File: src/rtl/alu_ctrl_stage.sv
// rtl/alu_ctrl_stage.sv - registered ALU-control decode stage with HI/LO multi-cycle sequencer
module alu_ctrl_stage #(
  parameter int CTRL_W      = 5,
  parameter int DIV_CYCLES  = 32,
  parameter int MULT_CYCLES = 1,
  parameter int CNT_W       = $clog2(DIV_CYCLES > MULT_CYCLES ? DIV_CYCLES : MULT_CYCLES) + 1
) (
  input  logic              clk,
  input  logic              resetn,
  input  logic              in_valid,
  output logic              in_ready,
  input  logic [5:0]        op,
  input  logic [5:0]        funct,
  input  logic [4:0]        rt,
  input  logic              flush,
  input  logic              out_ready,
  output logic              out_valid,
  output logic [CTRL_W-1:0] alucontrol,
  output logic              out_multicycle,
  output logic              ri_flag,
  output logic              md_busy,
  output logic              md_done
);

  // ALU control codes (local copy of the defines2.vh encodings)
  localparam logic [CTRL_W-1:0] AND_C   = CTRL_W'(5'h00), OR_C    = CTRL_W'(5'h01);
  localparam logic [CTRL_W-1:0] XOR_C   = CTRL_W'(5'h02), NOR_C   = CTRL_W'(5'h03);
  localparam logic [CTRL_W-1:0] ADD_C   = CTRL_W'(5'h04), ADDU_C  = CTRL_W'(5'h05);
  localparam logic [CTRL_W-1:0] SUB_C   = CTRL_W'(5'h06), SUBU_C  = CTRL_W'(5'h07);
  localparam logic [CTRL_W-1:0] SLT_C   = CTRL_W'(5'h08), SLTU_C  = CTRL_W'(5'h09);
  localparam logic [CTRL_W-1:0] SLL_C   = CTRL_W'(5'h0a), SRL_C   = CTRL_W'(5'h0b);
  localparam logic [CTRL_W-1:0] SRA_C   = CTRL_W'(5'h0c), SLLV_C  = CTRL_W'(5'h0d);
  localparam logic [CTRL_W-1:0] SRLV_C  = CTRL_W'(5'h0e), SRAV_C  = CTRL_W'(5'h0f);
  localparam logic [CTRL_W-1:0] LUI_C   = CTRL_W'(5'h10), MFHI_C  = CTRL_W'(5'h11);
  localparam logic [CTRL_W-1:0] MTHI_C  = CTRL_W'(5'h12), MFLO_C  = CTRL_W'(5'h13);
  localparam logic [CTRL_W-1:0] MTLO_C  = CTRL_W'(5'h14), MULT_C  = CTRL_W'(5'h15);
  localparam logic [CTRL_W-1:0] MULTU_C = CTRL_W'(5'h16), DIV_C   = CTRL_W'(5'h17);
  localparam logic [CTRL_W-1:0] DIVU_C  = CTRL_W'(5'h18), USELESS_C = CTRL_W'(5'h1f);

  localparam logic [CNT_W-1:0] DIV_LOAD  = CNT_W'(DIV_CYCLES - 1);
  localparam logic [CNT_W-1:0] MULT_LOAD = CNT_W'(MULT_CYCLES - 1);

  typedef enum logic [1:0] {IDLE, FULL, MC} state_t;

  state_t            state, state_n;
  logic [CNT_W-1:0]  cnt, cnt_n;
  logic              load;
  logic              div_q;
  logic [CTRL_W-1:0] dec_ctrl;
  logic              dec_ri, dec_mc, dec_div;

  // instruction decode: every path leaves dec_ctrl assigned via the defaults
  always_comb begin
    dec_ctrl = USELESS_C;
    dec_ri   = 1'b0;
    dec_mc   = 1'b0;
    dec_div  = 1'b0;
    case (op)
      6'b000000: begin
        case (funct)
          6'b100000: dec_ctrl = ADD_C;
          6'b100001: dec_ctrl = ADDU_C;
          6'b100010: dec_ctrl = SUB_C;
          6'b100011: dec_ctrl = SUBU_C;
          6'b101010: dec_ctrl = SLT_C;
          6'b101011: dec_ctrl = SLTU_C;
          6'b100100: dec_ctrl = AND_C;
          6'b100111: dec_ctrl = NOR_C;
          6'b100101: dec_ctrl = OR_C;
          6'b100110: dec_ctrl = XOR_C;
          6'b000100: dec_ctrl = SLLV_C;
          6'b000000: dec_ctrl = SLL_C;
          6'b000111: dec_ctrl = SRAV_C;
          6'b000011: dec_ctrl = SRA_C;
          6'b000110: dec_ctrl = SRLV_C;
          6'b000010: dec_ctrl = SRL_C;
          6'b010000: dec_ctrl = MFHI_C;
          6'b010001: dec_ctrl = MTHI_C;
          6'b010010: dec_ctrl = MFLO_C;
          6'b010011: dec_ctrl = MTLO_C;
          6'b001001: dec_ctrl = ADDU_C;  // JALR computes the link address
          6'b011010: begin dec_ctrl = DIV_C;   dec_mc = 1'b1; dec_div = 1'b1; end
          6'b011011: begin dec_ctrl = DIVU_C;  dec_mc = 1'b1; dec_div = 1'b1; end
          6'b011000: begin dec_ctrl = MULT_C;  dec_mc = 1'b1; end
          6'b011001: begin dec_ctrl = MULTU_C; dec_mc = 1'b1; end
          default:   dec_ri = 1'b1;
        endcase
      end
      6'b001000: dec_ctrl = ADD_C;   // ADDI
      6'b001001: dec_ctrl = ADDU_C;  // ADDIU
      6'b001010: dec_ctrl = SLT_C;   // SLTI
      6'b001011: dec_ctrl = SLTU_C;  // SLTIU
      6'b001100: dec_ctrl = AND_C;   // ANDI
      6'b001111: dec_ctrl = LUI_C;   // LUI
      6'b001101: dec_ctrl = OR_C;    // ORI
      6'b001110: dec_ctrl = XOR_C;   // XORI
      6'b100000, 6'b100100, 6'b100001, 6'b100101, 6'b100011,
      6'b101000, 6'b101001, 6'b101011, 6'b000011: dec_ctrl = ADDU_C;  // loads, stores, JAL
      6'b000001: begin
        // only the linking REGIMM branches need the ALU
        if (rt == 5'b10000 || rt == 5'b10001) dec_ctrl = ADDU_C;
      end
      6'b000010, 6'b000100, 6'b000101, 6'b000110, 6'b000111: ;  // J, BEQ, BNE, BLEZ, BGTZ
      default: dec_ri = 1'b1;
    endcase
  end

  assign out_valid = (state == FULL);
  assign md_busy   = (state == MC);
  assign md_done   = (state == MC) && (cnt == '0);
  assign in_ready  = !flush && ((state == IDLE) ||
                                ((state == FULL) && out_ready && !out_multicycle));

  // next-state and counter control; flush overrides everything
  always_comb begin
    state_n = state;
    cnt_n   = cnt;
    load    = 1'b0;
    if (flush) begin
      state_n = IDLE;
      cnt_n   = '0;
    end else begin
      case (state)
        IDLE: if (in_valid) begin
          load    = 1'b1;
          state_n = FULL;
        end
        FULL: if (out_ready) begin
          if (out_multicycle) begin
            state_n = MC;
            cnt_n   = div_q ? DIV_LOAD : MULT_LOAD;
          end else if (in_valid) begin
            load    = 1'b1;
            state_n = FULL;
          end else begin
            state_n = IDLE;
          end
        end
        MC: if (cnt == '0) state_n = IDLE;
            else           cnt_n   = cnt - CNT_W'(1);
        default: state_n = IDLE;
      endcase
    end
  end

  // state and busy counter registers
  always_ff @(posedge clk or negedge resetn) begin
    if (!resetn) begin
      state <= IDLE;
      cnt   <= '0;
    end else begin
      state <= state_n;
      cnt   <= cnt_n;
    end
  end

  // output pipeline register, loaded on accept
  always_ff @(posedge clk or negedge resetn) begin
    if (!resetn) begin
      alucontrol     <= USELESS_C;
      out_multicycle <= 1'b0;
      ri_flag        <= 1'b0;
      div_q          <= 1'b0;
    end else if (load) begin
      alucontrol     <= dec_ctrl;
      out_multicycle <= dec_mc;
      ri_flag        <= dec_ri;
      div_q          <= dec_div;
    end
  end

endmodule

File: config.mk
export PLATFORM = sky130hd
export DESIGN_NAME = alu_ctrl_stage
export DESIGN_NICKNAME = d
export VERILOG_FILES = /design/src/rtl/alu_ctrl_stage.sv
export SDC_FILE = /design/constraint.sdc
export NUM_CORES = 1
export LEC_CHECK = 0
export BUFFER_PORTS_ARGS = -buffer_cell sky130_fd_sc_hd__buf_2
export CELL_PAD_IN_SITES_DETAIL_PLACEMENT = 1
export CELL_PAD_IN_SITES_GLOBAL_PLACEMENT = 1
export CORE_ASPECT_RATIO = 1.25
export CORE_MARGIN = 2
export CORE_UTILIZATION = 37
export DETAILED_ROUTE_END_ITERATION = 8
export PLACE_DENSITY = 0.75
export SYNTH_ARGS = -nofsm -noshare
export SYNTH_HDL_FRONTEND = slang
export SYNTH_SLANG_ARGS = --single-unit
export TNS_END_PERCENT = 1
File: constraint.sdc
create_clock -name clk -period 2.1 [get_ports clk]
set_input_delay 0.42 -clock clk [delete_from_list [all_inputs] [get_ports clk]]
set_output_delay 0.42 -clock clk [all_outputs]
set_load 0.01 [all_outputs]
==> flow_metrics.py <==
metrics = {
    "placed_design": {
        "dp_hpwl_um": 2860,
        "dp_slack_ns": 0.0400,
        "port_buffers": 31,
        "place_area_mm2": 0.00142,
        "gp_congestion": 0.950,
        "place_inst": 221,
    },
    "sta": {
        "setup_slack_ns": 0.0943,
        "slew_headroom": 0.698,
        "setup_viol": 0,
        "slew_violations": 0,
        "min_period_ns": 2.01,
        "max_freq_mhz": 499,
        "worst_pin_slew_ns": 0.450,
        "finalHoldViolations": 0,
        "fin_crit_sh": 0.955,
        "timing.hold.ws_ns": 0.0738,
        "fin_skew_ns": 0.00106,
        "fin_setup_tns_ns": 0,
    },
    "worst_setup_path": {
        "critPathKind": "flop to output port",
        "crit_fanout": 5,
        "worst_ep_arrival_time_ns": 1.59,
        "cp-start-kind": "flop",
        "cp-end-kind": "output port",
        "cp_data_required_time_ns": 1.68,
    },
    "die": {
        "std_cell_rows": 23,
        "die_w_um": 55.6,
        "start_util": 0.385,
        "coreArea_mm2": 0.00319,
        "die_h_um": 68.5,
        "io_pins": 33,
        "dieArea_mm2": 0.00380,
    },
    "route": {
        "wire_per_inst_um": 16.2,
        "drt_iter0_drc": 30,
        "viasPerCell": 5.75,
        "vias": 1299,
        "drc": 0,
        "routed_wl_um": 3660,
        "drtAntennaViolNets": 0,
        "dr.pass1.iters": 4,
    },
    "global_route": {
        "track_usage": 0.206,
        "grt_pass1_vias": 1362,
        "antenna_found_initial": 0,
        "grt_max_degree": 17,
        "grt_first_pass_wirelength_um": 6050,
        "grt_overflow": 0,
        "met2_usage": 0.417,
        "gr-max-usage-layer": "met2",
        "grtUsageMet3": 0.00945,
        "met1_usage": 0.209,
    },
    "yosys": {
        "syn_avg_cell_area_um2": 7.83,
        "synth_cell_types": 45,
        "yosysWarnings": 0,
        "yosysSeqAreaShare": 0.331,
        "syn_inst": 157,
        "synth_nets": 181,
        "syn_area_mm2": 0.00123,
        "synth_edf_count": 0,
        "synth-main-ff-cell": "dfrtp_1",
        "async_reset_ff_frac": 1.00,
        "ys_ff_latch": 16,
    },
    "finish": {
        "fillers": 424,
        "fin_cells": 226,
        "design_area_mm2": 0.00151,
        "layout-drive-gt1-share": 0.270,
        "final_nets": 214,
        "final_util": 0.472,
        "areaGrowthSynthToFinish_pct": 22.5,
        "n_antenna_cell": 0,
    },
    "clock_network": {
        "clock_path_buffers": 2,
        "cts_root_buf": "clkbuf_8",
        "htreeDepth": 1,
        "ctsHoldBuffers": 0,
        "clk_pin_slew_worst_paths_ns": 0.06,
        "cts-buffers-inserted": 3,
        "cts.sinks": 16,
        "cts_tree": "yes",
        "clk_latency_ns": 0.24,
    },
    "pwr": {
        "power.density_mw_per_mm2": 509,
        "leakagePower_nw": 0.658,
        "power_mw": 0.767,
        "ir_worst_vdd_mv": 0.211,
    },
    "status": {
        "status": "completed",
    },
    "flow_run": {
        "cap_viol_max_count": 0,
    },
    "hold_path": {
        "hold_class": "input port to async pin",
    },
}
==> report_power, final <==
group          internal, mW  switching, mW  total [mW]
sequential            0.334        0.00995       0.343
clock                 0.166         0.0999       0.266
combinational        0.0615         0.0961       0.158
==> logic make-up after synthesis <==
group	after synthesis	share of synthesized area
muxes	1	0.00814
AOI/OAI and AO/OA	47	0.235
adders and majority gates	2	0.0203
and+or+nand+nor	73	0.340
buffers and inverters	17	0.0590
DFF	16	0.331
xor gates and xnor gates	1	0.00712
==> worst max-delay path: stages, from the launching register on <==
cell	delay [ns]
dfrtp_1	0.42
inv_1	0.11
ha_1	0.16
nor4b_4	0.28
and3_4	0.24
buf_2	0.12
==> sequential cells by signal, summed over array words and instances, names as in the netlist <==
signal,cells
ri_flag,1
state,2
div_q,1
out_multicycle,1
cnt,6
alucontrol,5
==> repair_timing <==
item / CTS / global route
cloned: 0 / 0
resized for setup: 1 / 3
endpoints found under the setup margin: 1 / 2
setup buffers: 0 / 1
==> layout make-up <==
class,instances,area [um^2],area share
multi-input combinational,124,776,0.515
timing repair buffer,35,185,0.123
clock buffer,4,55.1,0.0365
sequential,16,407,0.270
tap,37,46.3,0.0307
inverter,10,37.5,0.0249
==> cell usage after synthesis, types with 2 or more instances <==
master	number	area share
inv_1	9	0.027
o22ai_1	2	0.010
and3_1	3	0.015
nor2b_1	4	0.020
nand2_1	15	0.046
dfrtp_1	11	0.22
nor3_1	5	0.020
or3_1	2	0.010
o21ai_1	7	0.028
a211oi_1	2	0.012
o21ai_0	7	0.028
a31oi_1	8	0.041
or4_1	3	0.018
a21oi_1	11	0.045
clkbuf_1	5	0.015
o211ai_1	2	0.012
nor4_1	2	0.010
ha_1	2	0.020
nand2b_1	7	0.036
dfstp_2	5	0.11
nand4b_1	2	0.014
nand3b_1	2	0.012
nand3_1	5	0.020
a22o_1	2	0.014
nor2_1	14	0.043
==> per-layer routing <==
metal  wire length [um]  vias to the layer above  part of all wire
li1                   -                      647                 -
met4                 85                        0             0.023
met1               1420                      619              0.39
met2               2070                       27              0.57
met3                 87                        6             0.024
met5                  0                        -                 0
==> worst paths after layout <==
| path | start | endpoint | slack, ns | cells past startpoint |
|---|---|---|---|---|
| setup / recovery | cnt[0] | md_done | 0.09 | 5 |
| hold / removal | resetn | cnt[0] | 0.07 | 1 |
| setup reg to reg | out_multicycle | alucontrol[2] | 0.28 | 6 |
| hold reg to reg | alucontrol[3] | alucontrol[3] | 0.50 | 2 |
| max in group asynchronous | resetn | alucontrol[0] | 1.72 | 1 |
| min in group clk | flush | state[1] | 0.41 | 2 |
==> cells in the final DEF, fill, tap and decap left out, types with 2 or more instances in the layout <==
| cell | instances |
|---|---|
| nor4_1 | 2 |
| nand2_1 | 15 |
| nor2b_1 | 4 |
| o21ai_0 | 7 |
| nand3b_1 | 2 |
| buf_2 | 31 |
| buf_4 | 4 |
| or4_1 | 3 |
| a31oi_1 | 8 |
| o21ai_1 | 7 |
| nor3_1 | 4 |
| ha_1 | 2 |
| a211oi_1 | 2 |
| o211ai_1 | 2 |
| dfstp_2 | 5 |
| o22ai_1 | 2 |
| nand4b_1 | 2 |
| a21oi_1 | 11 |
| dfrtp_1 | 11 |
| inv_1 | 9 |
| a22o_1 | 2 |
| clkbuf_8 | 4 |
| and3_1 | 2 |
| nor2_1 | 14 |
| nand2b_1 | 7 |
| nand3_1 | 5 |
| or3_1 | 2 |
(Power assumes the default switching activity.)
